### src/rtl/uart_byte_receiver.sv
// uart_byte_receiver
// Oversampling UART receiver for the wireless IMU link. The raw rx pin is
// synchronized, sampled OVERSAMPLE times per bit and each bit is decided by a
// 3-sample majority vote around mid-bit. A good frame produces a one-cycle
// next_byte strobe with data valid in the same cycle; data holds its value
// until the next good frame.
//
// Build option: define UART_RX_PARITY_EN to expect a parity bit between
// bit 7 and the stop bit (even parity, PARITY_ODD=0). This also adds the
// parity_error strobe port. Without the macro the receiver is 8N1 only.
//
// OVERSAMPLE must be at least 8 and even.

module uart_byte_receiver #(
    parameter int CLK_FREQ   = 100_000_000,
    parameter int BAUD       = 115200,
    parameter int OVERSAMPLE = 16
) (
    input  logic       clk,
    input  logic       rst,
    input  logic       rx,
    output logic       next_byte,
    output logic [7:0] data,
`ifdef UART_RX_PARITY_EN
    output logic       frame_error,
    output logic       parity_error
`else
    output logic       frame_error
`endif
);

    // ------------------------------------------------------------------
    // Derived constants
    // ------------------------------------------------------------------
    // Clock cycles per oversample tick, rounded to nearest.
    localparam int DIV   = (CLK_FREQ + BAUD * OVERSAMPLE / 2) / (BAUD * OVERSAMPLE);
    localparam int DIV_W = (DIV > 1) ? $clog2(DIV) : 1;
    localparam int SC_W  = $clog2(OVERSAMPLE);
    localparam int MID   = OVERSAMPLE / 2;

    localparam logic [DIV_W-1:0] DIV_LAST  = DIV_W'(DIV - 1);
    localparam logic [SC_W-1:0]  SC_LAST   = SC_W'(OVERSAMPLE - 1);
    localparam logic [SC_W-1:0]  SC_VOTE_A = SC_W'(MID - 1);
    localparam logic [SC_W-1:0]  SC_VOTE_B = SC_W'(MID);
    localparam logic [SC_W-1:0]  SC_DECIDE = SC_W'(MID + 1);

`ifdef UART_RX_PARITY_EN
    // 0 = even parity, 1 = odd parity.
    localparam logic PARITY_ODD = 1'b0;
`endif

    typedef enum logic [2:0] {
        IDLE,
        START,
        DATA,
`ifdef UART_RX_PARITY_EN
        PARITY,
`endif
        STOP,
        BREAK
    } state_t;

    // ------------------------------------------------------------------
    // Signals
    // ------------------------------------------------------------------
    state_t            state;
    state_t            state_nxt;

    logic              rx_meta;
    logic              rx_s;

    logic [DIV_W-1:0]  div_cnt;
    logic              tick;
    logic [SC_W-1:0]   sc;

    logic              vote_a;
    logic              vote_b;
    logic              vote;
    logic              decide;

    logic [2:0]        bit_cnt;
    logic [7:0]        shift;

    // Control strobes from the FSM to the datapath.
    logic              start_entry;
    logic              bit_clr;
    logic              shift_en;
    logic              byte_ok;
    logic              ferr_set;
`ifdef UART_RX_PARITY_EN
    logic              par_chk;
    logic              par_mismatch;
    logic              perr_set;
`endif

    // ------------------------------------------------------------------
    // Input synchronizer
    // ------------------------------------------------------------------
    // Two-flop synchronizer on the asynchronous rx pin; the line idles high.
    always_ff @(posedge clk) begin
        // NOTE: sequential state is written with <= so each flop captures the
        // pre-edge value of its source; with = the two stages would collapse
        // into a single flop and the metastability filter would be lost.
        if (rst) begin
            rx_meta <= 1'b1;
            rx_s    <= 1'b1;
        end else begin
            rx_meta <= rx;
            rx_s    <= rx_meta;
        end
    end

    // ------------------------------------------------------------------
    // Tick generator and sample counter
    // ------------------------------------------------------------------
    assign tick   = (div_cnt == DIV_LAST);
    assign decide = tick && (sc == SC_DECIDE);

    // Free-running tick divider, re-phased to the falling edge of a start bit.
    always_ff @(posedge clk) begin
        if (rst || start_entry) begin
            div_cnt <= '0;
        end else if (tick) begin
            div_cnt <= '0;
        end else begin
            div_cnt <= div_cnt + DIV_W'(1);
        end
    end

    // Per-bit sample counter; it runs across bit boundaries so every bit's
    // decision point sits the same distance after its nominal start.
    always_ff @(posedge clk) begin
        if (rst || start_entry) begin
            sc <= '0;
        end else if (tick) begin
            if (sc == SC_LAST) begin
                sc <= '0;
            end else begin
                sc <= sc + SC_W'(1);
            end
        end
    end

    // ------------------------------------------------------------------
    // Majority vote
    // ------------------------------------------------------------------
    // Capture the two early samples; the third is rx_s at the decision tick.
    always_ff @(posedge clk) begin
        if (rst) begin
            vote_a <= 1'b1;
            vote_b <= 1'b1;
        end else if (tick) begin
            if (sc == SC_VOTE_A) begin
                vote_a <= rx_s;
            end
            if (sc == SC_VOTE_B) begin
                vote_b <= rx_s;
            end
        end
    end

    assign vote = (vote_a & vote_b) | (vote_a & rx_s) | (vote_b & rx_s);

    // ------------------------------------------------------------------
    // Frame state machine
    // ------------------------------------------------------------------
    // State register.
    always_ff @(posedge clk) begin
        if (rst) begin
            state <= IDLE;
        end else begin
            state <= state_nxt;
        end
    end

    // Next-state and control decode; every decision waits for the mid-bit vote.
    always_comb begin
        // NOTE: every signal written here gets a default before the case, so
        // no path leaves one unassigned and no latch is inferred.
        state_nxt   = state;
        start_entry = 1'b0;
        bit_clr     = 1'b0;
        shift_en    = 1'b0;
        byte_ok     = 1'b0;
        ferr_set    = 1'b0;
`ifdef UART_RX_PARITY_EN
        par_chk     = 1'b0;
        perr_set    = 1'b0;
`endif
        unique case (state)
            IDLE: begin
                if (!rx_s) begin
                    start_entry = 1'b1;
                    state_nxt   = START;
                end
            end
            START: begin
                if (decide) begin
                    if (vote) begin
                        // Start bit did not hold low through mid-bit: glitch.
                        state_nxt = IDLE;
                    end else begin
                        bit_clr   = 1'b1;
                        state_nxt = DATA;
                    end
                end
            end
            DATA: begin
                if (decide) begin
                    shift_en = 1'b1;
                    if (bit_cnt == 3'd7) begin
`ifdef UART_RX_PARITY_EN
                        state_nxt = PARITY;
`else
                        state_nxt = STOP;
`endif
                    end
                end
            end
`ifdef UART_RX_PARITY_EN
            PARITY: begin
                if (decide) begin
                    par_chk   = 1'b1;
                    state_nxt = STOP;
                end
            end
`endif
            STOP: begin
                if (decide) begin
                    if (!vote) begin
                        // Stop bit low: framing error wins over parity.
                        ferr_set  = 1'b1;
                        state_nxt = BREAK;
                    end else begin
`ifdef UART_RX_PARITY_EN
                        if (par_mismatch) begin
                            perr_set = 1'b1;
                        end else begin
                            byte_ok = 1'b1;
                        end
`else
                        byte_ok = 1'b1;
`endif
                        // Leaving at mid-stop-bit lets the next start edge
                        // follow the stop bit with no idle time.
                        state_nxt = IDLE;
                    end
                end
            end
            BREAK: begin
                // Hold off until the line is released so a long low level
                // cannot be mistaken for a new start bit.
                if (rx_s) begin
                    state_nxt = IDLE;
                end
            end
            default: begin
                state_nxt = IDLE;
            end
        endcase
    end

    // ------------------------------------------------------------------
    // Data path
    // ------------------------------------------------------------------
    // Bit counter for the eight data bits.
    always_ff @(posedge clk) begin
        if (rst || bit_clr) begin
            bit_cnt <= 3'd0;
        end else if (shift_en) begin
            bit_cnt <= bit_cnt + 3'd1;
        end
    end

    // LSB-first shift register: the first data bit ends up in bit 0.
    always_ff @(posedge clk) begin
        // NOTE: this register only reaches data on a good frame, but it is
        // still reset explicitly so no X can ever propagate into data.
        if (rst) begin
            shift <= 8'h00;
        end else if (shift_en) begin
            shift <= {vote, shift[7:1]};
        end
    end

`ifdef UART_RX_PARITY_EN
    // Latch a parity mismatch; cleared at every new start edge.
    always_ff @(posedge clk) begin
        if (rst || start_entry) begin
            par_mismatch <= 1'b0;
        end else if (par_chk) begin
            par_mismatch <= (vote != ((^shift) ^ PARITY_ODD));
        end
    end
`endif

    // Registered outputs: strobes last one clk, data holds between good frames.
    always_ff @(posedge clk) begin
        if (rst) begin
            next_byte   <= 1'b0;
            frame_error <= 1'b0;
            data        <= 8'h00;
`ifdef UART_RX_PARITY_EN
            parity_error <= 1'b0;
`endif
        end else begin
            next_byte   <= byte_ok;
            frame_error <= ferr_set;
`ifdef UART_RX_PARITY_EN
            parity_error <= perr_set;
`endif
            if (byte_ok) begin
                data <= shift;
            end
        end
    end

endmodule

### config.mk
export PLATFORM = sky130hd
export DESIGN_NAME = uart_byte_receiver
export DESIGN_NICKNAME = d
export VERILOG_FILES = /design/src/rtl/uart_byte_receiver.sv
export SDC_FILE = /design/constraint.sdc
export NUM_CORES = 1
export LEC_CHECK = 0
export ABC_AREA = 0
export BUFFER_PORTS_ARGS = -buffer_cell sky130_fd_sc_hd__buf_2
export CAP_MARGIN = 20
export CORE_ASPECT_RATIO = 0.9
export CORE_MARGIN = 3
export CORE_UTILIZATION = 48
export DETAILED_ROUTE_END_ITERATION = 6
export HOLD_SLACK_MARGIN = 0.1
export PLACE_DENSITY = 0.66
export SLEW_MARGIN = 20
export SYNTH_ARGS = -nofsm -noshare
export SYNTH_HDL_FRONTEND = slang
export SYNTH_SLANG_ARGS = --single-unit
### constraint.sdc
create_clock -name clk -period 4.15 [get_ports clk]
set_input_delay 0 -clock clk [delete_from_list [all_inputs] [get_ports clk]]
set_output_delay 0 -clock clk [all_outputs]
set_load 0.005 [all_outputs]
==> metrics.yaml, run 1 <==
hold_end: "shift[3]"
hold_class: "in2reg"
min_period_ns: 2.02
wl_per_cell_um: 13.3
drc_errors: 0
final_core_util_pct: 57.8
routabilityCongestion: 0.840
antenna_found_initial: 0
antenna_left: 0
tns_ns: 0
slew_viol_final: 0
synth_xor_xnor_area_share_pct: 3.14
clk_pin_slew_ns: 0.07
routed_wl_mm: 3.05
grt_pass1_vias: 1101
critPathArrivalTime_ns: 2.19
cp-end-kind: "register"
r2r_slack_ns: 2.13
rr_worst_depth: 5
yosys.area_share.simple_pct: 24.2
max_freq_ghz: 0.495
placed_area_um2: 1740
grt_usage_pct: 17.0
drtIter0Drc: 84
viasPerCell: 5.41
ys_ff_latch: 38
multi_input_area_um2: 845
initial_core_util_pct: 52.6
postCtsHoldBufs: 1
std_cell_rows: 19
syn_nets: 187
die-area_um2: 4230
nets: 197
die_h_um: 62.0
post_cts_buffers: 0
fin_worst_skew_ns: 0.00630
fp.dieW_um: 68.3
whs_ns: 0.131
synth.distinct_cells: 35
worstSetupPathType: "reg2reg"
hold_start: "rst"
ir_worst_vdd_v: 0.000250
io_pins: 13
grt.overflow.total: 0
yosysSeqAreaShare_pct: 45.4
hold_viol: 0
leakage_nw: 0.736
insertedDiodeCount: 0
dpl.hpwl_mm: 2.22
fin_area_um2: 1840
tightest_slew_ns: 0.897
startpoint_type: "register"
cts_max_path_buffers: 2
drive_gt1_share_pct: 15.4
drt_pre_antenna_iters: 4
grt_pass1_wl_mm: 5.06
synth-edff-count: 0
root_buffer: "clkbuf_8"
min_path_cells: 2
coreArea_um2: 3190
io_buffers: 12
fill_cells: 299
synthMuxAreaShare_pct: 7.77
synthArstFlopShare_pct: 0
cp.required_ns: 4.32
yosys_warnings: 0
syn_area_per_cell_um2: 9.46
setup_viol: 0
seq_area_um2: 761
num_vias: 1245
setup_slack_ns: 2.13
synthAdderAreaFrac_pct: 5.83
cts_sinks: 38
r2r-end: "shift[5]"
cts_buffers: 5
synth-compound-area-share_pct: 9.49
reg2reg_from: "sc[0]"
synthFlopType: "dfxtp_1"
clock_latency_ns: 0.29
rsz0062_at_grt: "false"
cap_violations: 0
slew-limit-headroom_pct: 39.8
grt_start_max_net_pins: 28
min_period_over_period_pct: 48.7
crit_fanout: 11
cts_tree: "built"
htreeDepth: 2
dp_slack_ns: 2.14
p_per_area_nw_per_um2: 355
netlist_area_um2: 1670
synthCells: 177
synth_top_family_by_area: "simple AND/OR/NAND/NOR gates"
post_cts_resize_count: 0
area_growth_pct: 10.0
outcome: "completed"
## power by group
part / leakage (nW) / total (mW) / internal [mW] / switching (mW)
clock network: 0.0472 / 0.263 / 0.133 / 0.130
registers: 0.307 / 0.373 / 0.368 / 0.00436
logic: 0.381 / 0.0185 / 0.00775 / 0.0107
## kinds of logic (layout without fill, tap and decap cells)
| logic type | after synthesis | count (layout) |
|---|---|---|
| compound gates | 27 | 27 |
| buf+inv | 15 | 26 |
| simple gates | 70 | 70 |
| xor+xnor | 6 | 6 |
| flops | 38 | 38 |
| mux | 13 | 13 |
| fa+ha+maj | 8 | 8 |
## state kept, by name, summed over array words and instances (netlist names), 3 cells and up
name and flops:
bit_cnt 3, data 8, div_cnt 6, sc 4
shift 8, state 3
## cells in the mapped netlist, types with 4 or more instances
cell type | n | area [µm²]
inv_1 | 5 | 18.8
dfxtp_1 | 38 | 761
o21ai_0 | 10 | 50.1
nor3_1 | 4 | 20.0
nor2_1 | 28 | 105
xnor2_1 | 4 | 35.0
a21oi_1 | 12 | 60.1
nand3_1 | 13 | 65.1
mux2i_1 | 13 | 130
nand2_1 | 4 | 15.0
buf_2 | 4 | 20.0
clkbuf_1 | 5 | 18.8
ha_1 | 7 | 87.6
## metal layers
layer / share of wire (%) / wire (µm) / GRT usage, % / vias up
met1: 49 / 1510 / 21.9 / 590
met2: 44 / 1350 / 24.7 / 16
li1: - / - / - / 632
met5: 0 / 0 / 0 / -
met4: 2.7 / 82 / 9.35 / 0
met3: 3.6 / 110 / 6.47 / 7
## worst max-delay path, cell delays in order (launching register included)
cell      delay (ns)
dfxtp_1         0.42
ha_1            0.25
nand4b_4        0.13
nor4_4          0.76
mux2i_1         0.27
nor2_1          0.06
## how the worst max path moves through the flow
stage / depth (start not counted) / endpoint / slack [ns] / start
2_1_floorplan: 6 / shift[0] / 2.60 / div_cnt[0]
3_3_place_gp: 5 / shift[6] / 2.19 / div_cnt[0]
3_5_place_dp: 5 / shift[3] / 2.14 / div_cnt[0]
4_1_cts: 5 / shift[3] / 2.12 / sc[0]
5_1_grt: 5 / shift[6] / 1.95 / div_cnt[0]
6_report: 5 / shift[5] / 2.13 / sc[0]
## layout by cell type (no fill, tap or decap), types with 2 or more instances in the layout
master and count:
or2_2 3, nor3b_1 2, inv_1 5, ha_1 7
nand2_1 4, mux2i_1 13, dfxtp_1 38, nor2_1 28
nand3_1 13, buf_2 12, nand4b_4 2, xnor2_1 4
a21oi_1 12, nor3_1 4, xor2_1 2, and3_1 2
and4b_1 2, nand4_1 2, o21ai_0 10, clkbuf_8 6
## cell type report
cell class                 instances  share of cell area (%)
clock buffer                       6                    4.48
clock inverter                     2                   0.679
inverter                           5                    1.02
multi-input combinational        124                    45.9
sequential                        38                    41.3
tap                               42                    2.85
timing repair buffer              13                    3.80
## metrics by stage
step	power (mW)	instances
after floorplan	0.396	177
after global placement	0.398	221
after detailed placement	0.399	221
after CTS	0.663	230
after global routing	0.680	230
final	0.654	230
Power figures use the tool's default switching activity.
==> run 2: changes to the inputs <==
--- a/config.mk
+++ b/config.mk
@@ -5,7 +5,7 @@
 export SDC_FILE = /design/constraint.sdc
 export NUM_CORES = 1
 export LEC_CHECK = 0
-export ABC_AREA = 0
+export ABC_AREA = 1
 export BUFFER_PORTS_ARGS = -buffer_cell sky130_fd_sc_hd__buf_2
 export CAP_MARGIN = 20
 export CORE_ASPECT_RATIO = 0.9
@@ -13,7 +13,7 @@
 export CORE_UTILIZATION = 48
 export DETAILED_ROUTE_END_ITERATION = 6
 export HOLD_SLACK_MARGIN = 0.1
-export PLACE_DENSITY = 0.66
+export PLACE_DENSITY = 0.69
 export SLEW_MARGIN = 20
 export SYNTH_ARGS = -nofsm -noshare
 export SYNTH_HDL_FRONTEND = slang
==> constraint.sdc (replaced) <==
create_clock -name clk -period 1.7 [get_ports clk]
set_input_delay 0 -clock clk [delete_from_list [all_inputs] [get_ports clk]]
set_output_delay 0 -clock clk [all_outputs]
set_load 0.005 [all_outputs]
==> run 2 against run 1 <==
Against the previous run: routed wire length shrank 4.7%; sequential power grew to 2.6 times the previous value; global-route usage shrank 3.0 points; clock skew shrank 0.0013 ns; fmax grew 34%; register-to-register slack lost 1.9 ns; clock power grew 140%; synthesized cell count grew 34%; combinational power grew to 12 times the previous value; worst hold slack gained 0.28 ns; critical endpoint is now shift[1].
==> metrics.yaml, run 2 <==
setup_viol: 0  # unchanged
cts_tree: "built"  # unchanged
p_per_area_nw_per_um2: 934  # was 355 nW/µm²
clockPowerShare_pct: 34.8  # was 40.2%
num_vias: 1379  # was 1,245
cp_slowest_cell: "dfxtp_1"  # was nor4_4
post_cts_resize_count: 0  # unchanged
setup_slack_ns: 0.191  # was 2.13 ns
crit_fanout: 11  # unchanged
ys_ff_latch: 38  # unchanged
std_cell_rows: 19  # unchanged
synthCells: 238  # was 177
outcome: "completed"  # unchanged
routabilityCongestion: 0.805  # was 0.840
initial_core_util_pct: 53.3  # was 52.6%
area_growth_pct: 11.8  # was 10.0%
startpoint_type: "register"  # unchanged
clock_latency_ns: 0.28  # was 0.29 ns
antenna_found_initial: 0  # unchanged
p_comb_share_pct: 12.2  # was 2.8%
critPathArrivalTime_ns: 1.73  # was 2.19 ns
max_stage_delay_ns: 0.38  # was 0.76 ns
synth_area_leaders: "dfxtp_1, nand2_1, nor2_1"  # was dfxtp_1, mux2i_1, nor2_1
yosys_warnings: 0  # unchanged
synth_top_area_share_pct: 44.2  # was 45.4%
final_common_cell: "nand2_1"  # was dfxtp_1
drc_errors: 0  # unchanged
synth.distinct_cells: 27  # was 35
viasPerCell: 4.61  # was 5.41
grt_pass1_vias: 1213  # was 1,101
grt_usage_pct: 14.0  # was 17.0%
fill_cells: 314  # was 299
synthFlopType: "dfxtp_1"  # unchanged
routed_wl_mm: 2.90  # was 3.05 mm
worstSetupPathType: "reg2reg"  # unchanged
slew_viol_final: 0  # unchanged
wl_per_cell_um: 9.71  # was 13.3 µm
p_sw_share_pct: 26.4  # was 22.1%
drive_gt1_share_pct: 16.0  # was 15.4%
leakage_nw: 0.958  # was 0.736 nW
r2r_slack_ns: 0.19  # was 2.13 ns
rsz0062_at_grt: "false"  # unchanged
whs_ns: 0.412  # was 0.131 ns
power_frac_seq_pct: 53.0  # was 57.0%
dpl.hpwl_mm: 2.10  # was 2.22 mm
syn_area_per_cell_um2: 7.23  # was 9.46 µm²
io_pins: 13  # unchanged
biggestRegsByFlops: "data x8, shift x8, div_cnt x6"  # unchanged
hold_viol: 0  # unchanged
cts_sinks: 38  # unchanged
grt_pass1_wl_mm: 5.05  # was 5.06 mm
die_h_um: 62.8  # was 62.0 µm
tns_ns: 0  # unchanged
reg2reg_from: "div_cnt[0]"  # was sc[0]
grt.overflow.total: 0  # unchanged
die-area_um2: 4340  # was 4230 µm²
tightest_slew_ns: 0.429  # was 0.897 ns
power_mw: 1.80  # was 0.654 mW
hold_end: "rx_s"  # was shift[3]
netlist_area_um2: 1720  # was 1670 µm²
root_buffer: "clkbuf_8"  # unchanged
slew-limit-headroom_pct: 71.4  # was 39.8%
cp-end-kind: "register"  # unchanged
final_cell_mix: "nand2_1, dfxtp_1, nor2_1, inv_1, a21oi_1"  # was dfxtp_1, nor2_1, nand3_1, mux2i_1
dp_slack_ns: 0.203  # was 2.14 ns
yosysMostFrequentCell: "nand2_1"  # was dfxtp_1
htreeDepth: 2  # unchanged
r2r-end: "shift[1]"  # was shift[5]
syn_nets: 248  # was 187
grt_start_max_net_pins: 18  # was 28
synth_common_cells: "nand2_1, dfxtp_1, nor2_1"  # was dfxtp_1, nor2_1, mux2i_1, nand3_1, a21oi_1
fp.dieW_um: 69.1  # was 68.3 µm
hold_start: "rx_meta"  # was rst
synth_largest_area_cell: "dfxtp_1"  # unchanged
nets: 266  # was 197
min_period_ns: 1.51  # was 2.02 ns
fin_worst_skew_ns: 0.00498  # was 0.00630 ns
cap_violations: 0  # unchanged
drt_pre_antenna_iters: 4  # unchanged
crit_chain: "ha_1 > nand3_2 > nor2_4 > nand3b_2 > inv_2 > nand2_1 > a21oi_1"  # was ha_1 > nand4b_4 > nor4_4 > mux2i_1 > nor2_1
coreArea_um2: 3230  # was 3190 µm²
cp.required_ns: 1.92  # was 4.32 ns
min_path_cells: 1  # was 2
io_buffers: 12  # unchanged
yosysSeqAreaShare_pct: 44.2  # was 45.4%
p_int_mw: 1.32  # was 0.509 mW
synthArstFlopShare_pct: 0  # unchanged
power.switching_mw: 0.475  # was 0.145 mW
cts_max_path_buffers: 2  # unchanged
insertedDiodeCount: 0  # unchanged
final_core_util_pct: 59.5  # was 57.8%
min_period_over_period_pct: 88.8  # was 48.7%
drtIter0Drc: 90  # was 84
antenna_left: 0  # unchanged
ir_worst_vdd_v: 0.000604  # was 0.000250 V
max_freq_ghz: 0.663  # was 0.495 GHz
hold_class: "reg2reg"  # was in2reg
clk_pin_slew_ns: 0.07  # about the same
cts_buffers: 5  # unchanged
rr_worst_depth: 7  # was 5
synth-edff-count: 0  # unchanged
-- run 2: power groups by stage --
stage	Combinational [mW]	Sequential [mW]	Clock, mW
final	0.219	0.953	0.625
after global routing	0.259	0.956	0.686
after CTS	0.220	0.951	0.653
after detailed placement	0.215	0.972	0
after global placement	0.212	0.972	0
after floorplan	0.175	0.965	0
-- run 2: repair_timing --
action                     4_1_cts  5_1_grt
setup buffers                    0        0
setup endpoints to repair        0        0
hold buffers                     2        0
hold endpoints to repair         9        0
-- run 2: metal layers --
layer	GRT usage [%]	vias up	share of wire [%]
li1	-	762	-
met1	18.8	584	52
met2	20.8	26	41
met3	4.66	7	5.5
met4	5.37	0	1.8
met5	0	-	0
-- run 2: how the worst max path moves through the flow --
stage / from / to / slack, ns
2_1_floorplan: div_cnt[0] / data[0] / 0.34
3_3_place_gp: sc[1] / shift[1] / 0.20
3_5_place_dp: div_cnt[0] / shift[0] / 0.20
4_1_cts: div_cnt[0] / shift[0] / 0.19
5_1_grt: sc[1] / shift[0] / 0.02
6_report: div_cnt[0] / shift[1] / 0.19
-- run 2: logic make-up after synthesis --
logic type / share of synthesized area, %
simple gates: 34.4
fa+ha+maj: 5.09
xor+xnor: 1.02
buf+inv: 9.08
flops: 44.2
compound gates: 6.25
-- run 2: worst max-delay path: cells and delay by family (launching register included) --
| kind | cells | cell delay [ns] |
|---|---|---|
| fa+ha+maj | 1 | 0.20 |
| compound gates | 1 | 0.12 |
| simple gates | 4 | 0.52 |
| flops | 1 | 0.38 |
| buf+inv | 1 | 0.23 |
-- run 2: final cells by class --
cell class              count  area [µm²]  area share, %
clock inverters             1        5.00          0.260
flip-flops and latches     38         761           39.5
inverters                  32         120           6.24
clock buffers               7        86.3           4.49
well taps                  42        52.6           2.73
multi-input cells         163         805           41.8
repair buffers             16        95.1           4.94
-- run 2: per-stage QoR --
| stage | std cells | area, µm² |
|---|---|---|
| 6_report | 299 | 1920 |
| 4_1_cts | 299 | 1920 |
| 3_5_place_dp | 289 | 1810 |
| 3_3_place_gp | 289 | 1810 |
| 2_1_floorplan | 238 | 1720 |
| 5_1_grt | 299 | 1920 |
==> run 3: changes to the inputs <==
--- a/config.mk
+++ b/config.mk
@@ -5,7 +5,6 @@
 export SDC_FILE = /design/constraint.sdc
 export NUM_CORES = 1
 export LEC_CHECK = 0
-export ABC_AREA = 1
 export BUFFER_PORTS_ARGS = -buffer_cell sky130_fd_sc_hd__buf_2
 export CAP_MARGIN = 20
 export CORE_ASPECT_RATIO = 0.9
@@ -14,6 +13,8 @@
 export DETAILED_ROUTE_END_ITERATION = 6
 export HOLD_SLACK_MARGIN = 0.1
 export PLACE_DENSITY = 0.69
+export REMOVE_ABC_BUFFERS = 1
+export SKIP_LAST_GASP = 1
 export SLEW_MARGIN = 20
 export SYNTH_ARGS = -nofsm -noshare
 export SYNTH_HDL_FRONTEND = slang
==> run 3 against run 2 <==
Against the previous run: cell count decreased by 20%; flip-flop and latch count unchanged; combinational power shrank 75%; clock power up 50%; via count fell by 7.8%; sequential power fell by 4.6%; first-iteration DRC count is 14% lower; worst hold slack gained 0.00081 ns; register-to-register slack worse by 0.09 ns; count of clock-buffer cells in the layout fell by 1; largest cell class unchanged; highest routed layer unchanged.
==> metrics.yaml, run 3 (same netlist as run 1, synthesis figures left out) <==
worstSetupPathType: "reg2reg"  # unchanged
cp.required_ns: 1.88  # was 1.92 ns
met3_usage_pct: 4.32  # was 4.66%
max_stage_delay_ns: 0.31  # was 0.38 ns
min_period_ns: 1.60  # was 1.51 ns
cp-end-kind: "register"  # unchanged
p_comb_share_pct: 2.9  # was 12.2%
rsz0062_at_grt: "false"  # unchanged
die_h_um: 62.0  # was 62.8 µm
hold_class: "reg2reg"  # unchanged
drive_gt1_share_pct: 19.8  # was 16.0%
clk_pin_slew_ns: 0.07  # about the same
seq_area_um2: 761  # unchanged
use_met2_pct: 22.7  # was 20.8%
root_buffer: "clkbuf_8"  # unchanged
power.switching_mw: 0.352  # was 0.475 mW
dp_slack_ns: 0.102  # was 0.203 ns
slew_viol_final: 0  # unchanged
fp.dieW_um: 68.3  # was 69.1 µm
hold_viol: 0  # unchanged
leakage_nw: 0.807  # was 0.958 nW
wl_per_cell_um: 12.6  # was 9.71 µm
max_freq_ghz: 0.625  # was 0.663 GHz
multi_input_area_um2: 851  # was 805 µm²
insertedDiodeCount: 0  # unchanged
area_growth_pct: 18.2  # was 11.8%
dpl.hpwl_mm: 2.20  # was 2.10 mm
cts_sinks: 38  # unchanged
grt_pass1_vias: 1123  # was 1,213
startpoint_type: "register"  # unchanged
viasPerCell: 5.32  # was 4.61
drt_pre_antenna_iters: 4  # unchanged
tightest_slew_ns: 0.441  # was 0.429 ns
crit_fanout: 11  # unchanged
drtIter0Drc: 77  # was 90
biggestRegsByFlops: "data x8, shift x8, div_cnt x6"  # unchanged
min_period_over_period_pct: 94.1  # was 88.8%
nets: 206  # was 266
r2r_slack_ns: 0.10  # was 0.19 ns
grt_usage_pct: 16.2  # was 14.0%
cp_slowest_cell: "dfxtp_1"  # unchanged
num_vias: 1271  # was 1,379
critPathArrivalTime_ns: 1.78  # was 1.73 ns
cts_tree: "built"  # unchanged
slew-limit-headroom_pct: 70.3  # was 71.4%
io_buffers: 12  # unchanged
initial_core_util_pct: 52.6  # was 53.3%
setup_slack_ns: 0.101  # was 0.191 ns
use_met1_pct: 23.0  # was 18.8%
place_inst: 229  # was 289
grt_start_max_net_pins: 27  # was 18
clockPowerShare_pct: 49.3  # was 34.8%
drc_errors: 0  # unchanged
cts_max_path_buffers: 2  # unchanged
power_frac_seq_pct: 47.7  # was 53.0%
die-area_um2: 4230  # was 4340 µm²
fin_worst_skew_ns: 0.00354  # was 0.00498 ns
p_int_mw: 1.55  # was 1.32 mW
power_mw: 1.90  # was 1.80 mW
grt.overflow.total: 0  # unchanged
htreeDepth: 2  # unchanged
cap_violations: 0  # unchanged
io_pins: 13  # unchanged
antenna_left: 0  # unchanged
p_per_area_nw_per_um2: 962  # was 934 nW/µm²
setup_viol: 0  # unchanged
stdcell_count: 239  # was 299
fill_cells: 285  # was 314
outcome: "completed"  # unchanged
antenna_found_initial: 0  # unchanged
ir_worst_vdd_v: 0.000641  # was 0.000604 V
coreArea_um2: 3190  # was 3230 µm²
cts_buffers: 5  # unchanged
final_common_cell: "dfxtp_1"  # was nand2_1
routabilityCongestion: 0.756  # was 0.805
crit_chain: "inv_1 > ha_1 > nand4b_4 > nor4_4 > buf_12 > mux2i_1 > nor2_1"  # was ha_1 > nand3_2 > nor2_4 > nand3b_2 > inv_2 > nand2_1 > a21oi_1
post_cts_buffers: 0  # unchanged
routed_wl_mm: 3.02  # was 2.90 mm
top_usage_layer: "met1"  # was met2
clock_latency_ns: 0.29  # was 0.28 ns
std_cell_rows: 19  # unchanged
final_cell_mix: "dfxtp_1, nor2_1, mux2i_1"  # was nand2_1, dfxtp_1, nor2_1, inv_1, a21oi_1
grt_pass1_wl_mm: 5.04  # was 5.05 mm
p_sw_share_pct: 18.5  # was 26.4%
[run 3: repair_timing]
item / 4_1_cts / 5_1_grt
endpoints found under the hold margin: 4 / 0
setup endpoints to repair: 0 / 11
resized for setup: 0 / 3
hold buffers: 2 / 0
[run 3: per-layer routing]
| metal | wire length (µm) | share of wire (%) |
|---|---|---|
| met1 | 1550 | 51 |
| met3 | 138 | 4.6 |
| met2 | 1300 | 43 |
| met5 | 0 | 0 |
| met4 | 27 | 0.89 |
[run 3: worst paths after layout]
check | startpoint | cells past startpoint | end
hold reg to reg | rx_meta | 1 | rx_s
hold / removal | rx_meta | 1 | rx_s
setup reg to reg | sc[1] | 7 | shift[5]
setup / recovery | sc[1] | 7 | shift[5]
[run 3: stage by stage]
stage	TNS, ns	hold slack (ns)	area [µm²]	utilization, %
floorplan	-0.964	0.0691	1620	-
global placement	0	0.188	1810	56.8
detailed placement	0	0.187	1810	56.8
CTS	0	0.415	1970	61.9
global route	0	0.436	1980	62.1
finish	0	0.413	1980	62.1
[run 3: layout make-up]
| class | instances | share of cell area, % |
|---|---|---|
| Inverter | 5 | 0.949 |
| Clock inverter | 2 | 3.04 |
| Clock buffer | 6 | 4.17 |
| Sequential cell | 38 | 38.5 |
| Multi-Input combinational cell | 124 | 43.0 |
| Timing Repair Buffer | 22 | 7.72 |
| Tap cell | 42 | 2.66 |
[run 3: worst max-delay path: cells and delay by family, from the launching register on]
kind / cells / cell delay [ns]
adder cells (fa/ha/maj): 1 / 0.22
buffers and inverters: 2 / 0.27
flip-flops: 1 / 0.31
multiplexers: 1 / 0.20
AND/OR/NAND/NOR: 3 / 0.48
[run 3: power groups by stage]
stage               Sequential (mW)  Combinational [mW]  Clock [mW]
floorplan                     0.928              0.0285           0
global placement              0.929              0.0514           0
detailed placement            0.929              0.0522           0
CTS                           0.908              0.0560       0.956
global route                  0.910              0.0639        1.00
finish                        0.909              0.0557       0.939
